### config.mk
export PLATFORM = sky130hd
export DESIGN_NAME = reg_file_arbiter
export DESIGN_NICKNAME = d
export VERILOG_FILES = /design/src/rtl/reg_file_pkg.sv /design/src/rtl/reg_file_arbiter_rr_arb2.sv /design/src/rtl/reg_file_arbiter.sv
export SDC_FILE = /design/constraint.sdc
export NUM_CORES = 1
export LEC_CHECK = 0
export ABC_CLOCK_PERIOD_IN_PS = 2540
export BUFFER_PORTS_ARGS = -buffer_cell sky130_fd_sc_hd__buf_2
export CAP_MARGIN = 20
export CORE_MARGIN = 2
export CORE_UTILIZATION = 25
export DETAILED_ROUTE_END_ITERATION = 10
export PLACE_DENSITY = 0.49
export REMOVE_ABC_BUFFERS = 1
export SYNTH_ARGS = -nofsm -noshare
export SYNTH_HDL_FRONTEND = slang
export SYNTH_SLANG_ARGS = --single-unit
### constraint.sdc
create_clock -name clk_i -period 2.54 [get_ports clk_i]
set_input_delay 0.254 -clock clk_i [delete_from_list [all_inputs] [get_ports clk_i]]
set_output_delay 0.254 -clock clk_i [all_outputs]
set_load 0.05 [all_outputs]
### src/rtl/reg_file_pkg.sv
// Shared types for the two-requester register file front end.
// Holds the sizing constants, FSM encoding and the latched command record.
package reg_file_pkg;

   localparam int DW = 8;
   localparam int AW = 2;

   typedef enum logic [1:0] {
      IDLE    = 2'd0,
      ISSUE   = 2'd1,
      RD_WAIT = 2'd2
   } arb_state_t;

   typedef struct packed {
      logic          owner;
      logic          we;
      logic [AW-1:0] addr;
      logic [DW-1:0] wdata;
   } arb_cmd_t;

endpackage

### src/rtl/reg_file_arbiter_rr_arb2.sv
// Two-way round-robin picker: one-hot winner from two requests and a
// preference pointer (ptr names the requester that wins a tie).
module rr_arb2 (
   input  logic [1:0] req,
   input  logic       ptr,
   output logic [1:0] win
);

   always_comb begin
      win = 2'b00;
      unique case (req)
         2'b01:   win = 2'b01;
         2'b10:   win = 2'b10;
         2'b11:   win = ptr ? 2'b10 : 2'b01;
         default: win = 2'b00;
      endcase
   end

endmodule

### src/rtl/reg_file_arbiter.sv
// Shares a 4x8 register file between two requesters, one transaction at a
// time, round-robin, with registered grants and read data returned per owner.
//
//   state   | meaning
//   --------+-----------------------------------------------------------
//   IDLE    | sample requests, pick a winner, latch its command
//   ISSUE   | grant pulse; command on the rf ports, write strobe if write
//   RD_WAIT | read address held; capture rf read data at the closing edge
module reg_file_arbiter #(
   parameter int DW = 8,
   parameter int AW = 2
) (
   input  logic          clk_i,
   input  logic          rstn_i,

   input  logic          req0_i,
   input  logic          we0_i,
   input  logic [AW-1:0] addr0_i,
   input  logic [DW-1:0] wdata0_i,
   output logic          gnt0_o,
   output logic          rvalid0_o,
   output logic [DW-1:0] rdata0_o,

   input  logic          req1_i,
   input  logic          we1_i,
   input  logic [AW-1:0] addr1_i,
   input  logic [DW-1:0] wdata1_i,
   output logic          gnt1_o,
   output logic          rvalid1_o,
   output logic [DW-1:0] rdata1_o,

   output logic          rf_wren_o,
   output logic [AW-1:0] rf_wr_addr_o,
   output logic [DW-1:0] rf_wr_data_o,
   output logic [AW-1:0] rf_rd_addr_o,
   input  logic [DW-1:0] rf_rd_data_i
);
   import reg_file_pkg::*;

   arb_state_t state;
   arb_cmd_t   cmd;
   arb_cmd_t   sel_cmd;
   logic       ptr;
   logic [1:0] win;

   rr_arb2 u_rr_arb2 (
      .req ({req1_i, req0_i}),
      .ptr (ptr),
      .win (win)
   );

   always_comb begin
      sel_cmd = '0;
      if (win[1]) begin
         sel_cmd.owner = 1'b1;
         sel_cmd.we    = we1_i;
         sel_cmd.addr  = addr1_i;
         sel_cmd.wdata = wdata1_i;
      end else begin
         sel_cmd.owner = 1'b0;
         sel_cmd.we    = we0_i;
         sel_cmd.addr  = addr0_i;
         sel_cmd.wdata = wdata0_i;
      end
   end

   // The rf address/data ports follow the latched command directly, so they
   // are stable for the whole of ISSUE and RD_WAIT without extra registers.
   assign rf_wr_addr_o = cmd.addr;
   assign rf_wr_data_o = cmd.wdata;
   assign rf_rd_addr_o = cmd.addr;

   always_ff @(posedge clk_i or negedge rstn_i) begin
      if (!rstn_i) begin
         state     <= IDLE;
         ptr       <= 1'b0;
         cmd       <= '0;
         gnt0_o    <= 1'b0;
         gnt1_o    <= 1'b0;
         rvalid0_o <= 1'b0;
         rvalid1_o <= 1'b0;
         rdata0_o  <= '0;
         rdata1_o  <= '0;
         rf_wren_o <= 1'b0;
      end else begin
         gnt0_o    <= 1'b0;
         gnt1_o    <= 1'b0;
         rvalid0_o <= 1'b0;
         rvalid1_o <= 1'b0;
         rf_wren_o <= 1'b0;
         unique case (state)
            IDLE: begin
               if (|win) begin
                  cmd       <= sel_cmd;
                  ptr       <= win[0];
                  gnt0_o    <= win[0];
                  gnt1_o    <= win[1];
                  rf_wren_o <= sel_cmd.we;
                  state     <= ISSUE;
               end
            end
            ISSUE: begin
               state <= cmd.we ? IDLE : RD_WAIT;
            end
            RD_WAIT: begin
               if (cmd.owner) begin
                  rdata1_o  <= rf_rd_data_i;
                  rvalid1_o <= 1'b1;
               end else begin
                  rdata0_o  <= rf_rd_data_i;
                  rvalid0_o <= 1'b1;
               end
               state <= IDLE;
            end
            default: state <= IDLE;
         endcase
      end
   end

endmodule

==> run summary <==
first-pass GRT wire length -> 6.04 mm
DP HPWL -> 2.61 mm
Clock power frac -> 13.1%
vias in the first global route -> 1207
core area -> 0.00631 mm2
flop-to-flop setup slack -> 990 ps
io pins -> 67
sequential share of power -> 31.3%
switching power -> 1.64 mW
Die Span Y -> 84.5 um
Global Route Usage Sum -> 10.8%
#FFs+latches synth -> 36
Nets -> 222
PD cells -> 1580 mW/mm2
Site Rows -> 29
CTS tree -> done
Syn Area/Cell -> 12.1 um2
Cell Int Power -> 1.53 mW
RR Startpoint -> state[0]$_DFFE_PN0P_
residual DRC count -> 0
H-tree levels -> 2
synthesized area -> 0.00162 mm2
top post-synthesis cells by count -> dfrtp_1, mux2_2, a21oi_1, buf_4
Ant. Diodes -> 0
share of cells above drive strength 1 -> 54.5%
fmax -> 647 MHz
root buffer cell -> clkbuf_8
latest clock arrival within the worst-skew pair -> 280 ps
Setup Skew -> 8.46 ps
die width -> 84.5 um
pin count of the biggest net entering global routing -> 37
ys async rst share -> 100%
total number of vias -> 1207
P&R area growth vs syn -> 24.0%
post-synthesis sequential area ratio -> 55.6%
ys flop type -> dfrtp_1
Post-CTS Hold Buffers -> 0
clock net sink count -> 36
WL per Instance -> 13.8 um
EDFF count, synth -> 0
# resized after CTS -> 0
power share of the combinational group -> 55.6%
Worst Reg-to-Reg Cells -> 2
Max clock buf depth -> 2
setup TNS -> 0 ps
Slew @ Worst Pin -> 810 ps
Tot Pwr -> 3.17 mW
status -> finished, final reports clean
r2r endpoint -> rdata0_o[4]$_DFFE_PN0P_
Min-Delay Path Class -> in2async
die area -> 0.00714 mm2
DRT Wirelength -> 3.68 mm
highest fanout seen on the critical path -> 9
Via-to-Cell Ratio -> 4.54
cell accounting for the most synthesized area -> dfrtp_1
final max-slew violation count -> 0
Yosys Warn Count -> 0
Post-CTS Setup Bufs -> 0
Clock transition at path regs -> 70 ps
number of distinct library cells after synthesis -> 23
Peak VDD IR -> 0.732 mV
CTS buffer count -> 5
Synth area leaders -> dfrtp_1, mux2_2, a31oi_2, buf_4, a21oi_1
Startpoint Class -> register
fin crit period -> 1550 ps
count leader, synth -> dfrtp_1
Worst slew margin -> 46.0%
initial cell density of the core -> 25.6%
CP endpoint kind -> register
final setup fails -> 0
CP arrival -> 1710 ps
RSZ-0062 raised after global routing -> false
period utilization -> 60.9%
initial antenna violation count -> 0
Final Hold Vio Count -> 0
Setup CP Type -> reg2reg
total grt overflow -> 0
Initial DRT Pass Iterations -> 4
Post-Syn Instances -> 134
Pleak -> 0.941 nW
share of the synthesized area in the top cell type -> 55.6%
Placer Congestion -> 0.742
crit path to -> rdata0_o[4]$_DFFE_PN0P_
CP required -> 2700 ps
maxcap violations -> 0
switching share of power -> 51.7%
CP startpoint -> state[0]$_DFFE_PN0P_
port bufs -> 66
1st-iter DRT viols -> 37
Routed Antenna Nets -> 0
through the flow:
| stage | hold WS (ps) | setup WS (ps) | instance area (um2) | instances | utilization, % |
|---|---|---|---|---|---|
| detailed placement | 403 | 973 | 1920 | 258 | 30.4 |
| finish | 68.4 | 994 | 2010 | 266 | 31.8 |
| floorplan | -41.6 | 1080 | 1480 | 114 | - |
| CTS | 92.3 | 962 | 2010 | 266 | 31.8 |
| global placement | 396 | 1040 | 1920 | 258 | 30.4 |
| global route | 131 | 897 | 2010 | 266 | 31.8 |
registers in the layout, summed over array words and instances (netlist names):
name,cells
gnt1_o,1
rdata0_o,8
rf_rd_addr_o,2
ptr,1
rdata1_o,8
rvalid1_o,1
gnt0_o,1
cmd,2
rf_wren_o,1
rf_wr_data_o,8
rvalid0_o,1
state,2
worst max-delay path, stage by stage (launching register included):
cell and delay (ps):
dfrtp_1 400, nor3b_2 620, mux2_2 410
power groups by stage:
| stage | Combinational (mW) | Clock [mW] | Sequential [mW] |
|---|---|---|---|
| global route | 1.86 | 0.462 | 1.03 |
| global placement | 1.77 | 0 | 1.01 |
| detailed placement | 1.78 | 0 | 1.00 |
| floorplan | 0.466 | 0 | 1.88 |
| finish | 1.76 | 0.417 | 0.994 |
| CTS | 1.78 | 0.434 | 0.997 |
worst min path at each step:
stage	start	endpoint	slack, ps	cells after the start
finish	rstn_i	ptr$_DFFE_PN0P_	70	1
CTS	rstn_i	gnt1_o$_DFF_PN0_	90	1
floorplan	rstn_i	cmd[10]$_DFFE_PN0P_	-40	0
global placement	rstn_i	rdata1_o[6]$_DFFE_PN0P_	400	1
global route	rstn_i	ptr$_DFFE_PN0P_	130	1
detailed placement	rstn_i	rdata1_o[5]$_DFFE_PN0P_	400	1
cell type report:
class / instances / area, um2
multi-input cells: 73 / 563
inverters: 5 / 18.8
flip-flops and latches: 36 / 901
fillers: 655 / 4310
well taps: 77 / 96.3
repair buffers: 67 / 338
clock buffers: 8 / 90.1
cell usage in the layout (no fill, tap or decap):
master	instances
mux2_2	15
nor3b_1	1
nand2_2	1
inv_2	1
clkbuf_1	2
inv_1	4
nand3_1	12
nand2b_1	1
a31oi_1	2
o21ai_0	12
a31oi_2	9
nor3b_2	1
nand3b_2	1
a21oi_1	13
nor2_1	1
mux2_1	1
o21a_1	1
clkbuf_8	6
or2_4	1
buf_4	1
buf_2	66
nor2b_2	1
dfrtp_1	36
cell families (layout without fill, tap and decap cells):
| group | after synthesis | count (layout) | synth area share, % |
|---|---|---|---|
| buffers and inverters | 25 | 80 | 9.58 |
| and+or+nand+nor | 20 | 20 | 7.73 |
| muxes | 16 | 16 | 11.1 |
| DFF | 36 | 36 | 55.6 |
| AOI/OAI and AO/OA | 37 | 37 | 15.9 |
metal layers:
metal  GRT usage, %  share of wire, %  vias to the layer above  wire length, um
li1               -                 -                      565                -
met1           15.2                48                      567             1770
met2           15.0                41                       73             1500
met3           5.31                10                        2              386
met4           2.16              0.49                        0               18
met5              0                 0                        -                0
No activity file was read; power rests on OpenSTA's default activity.
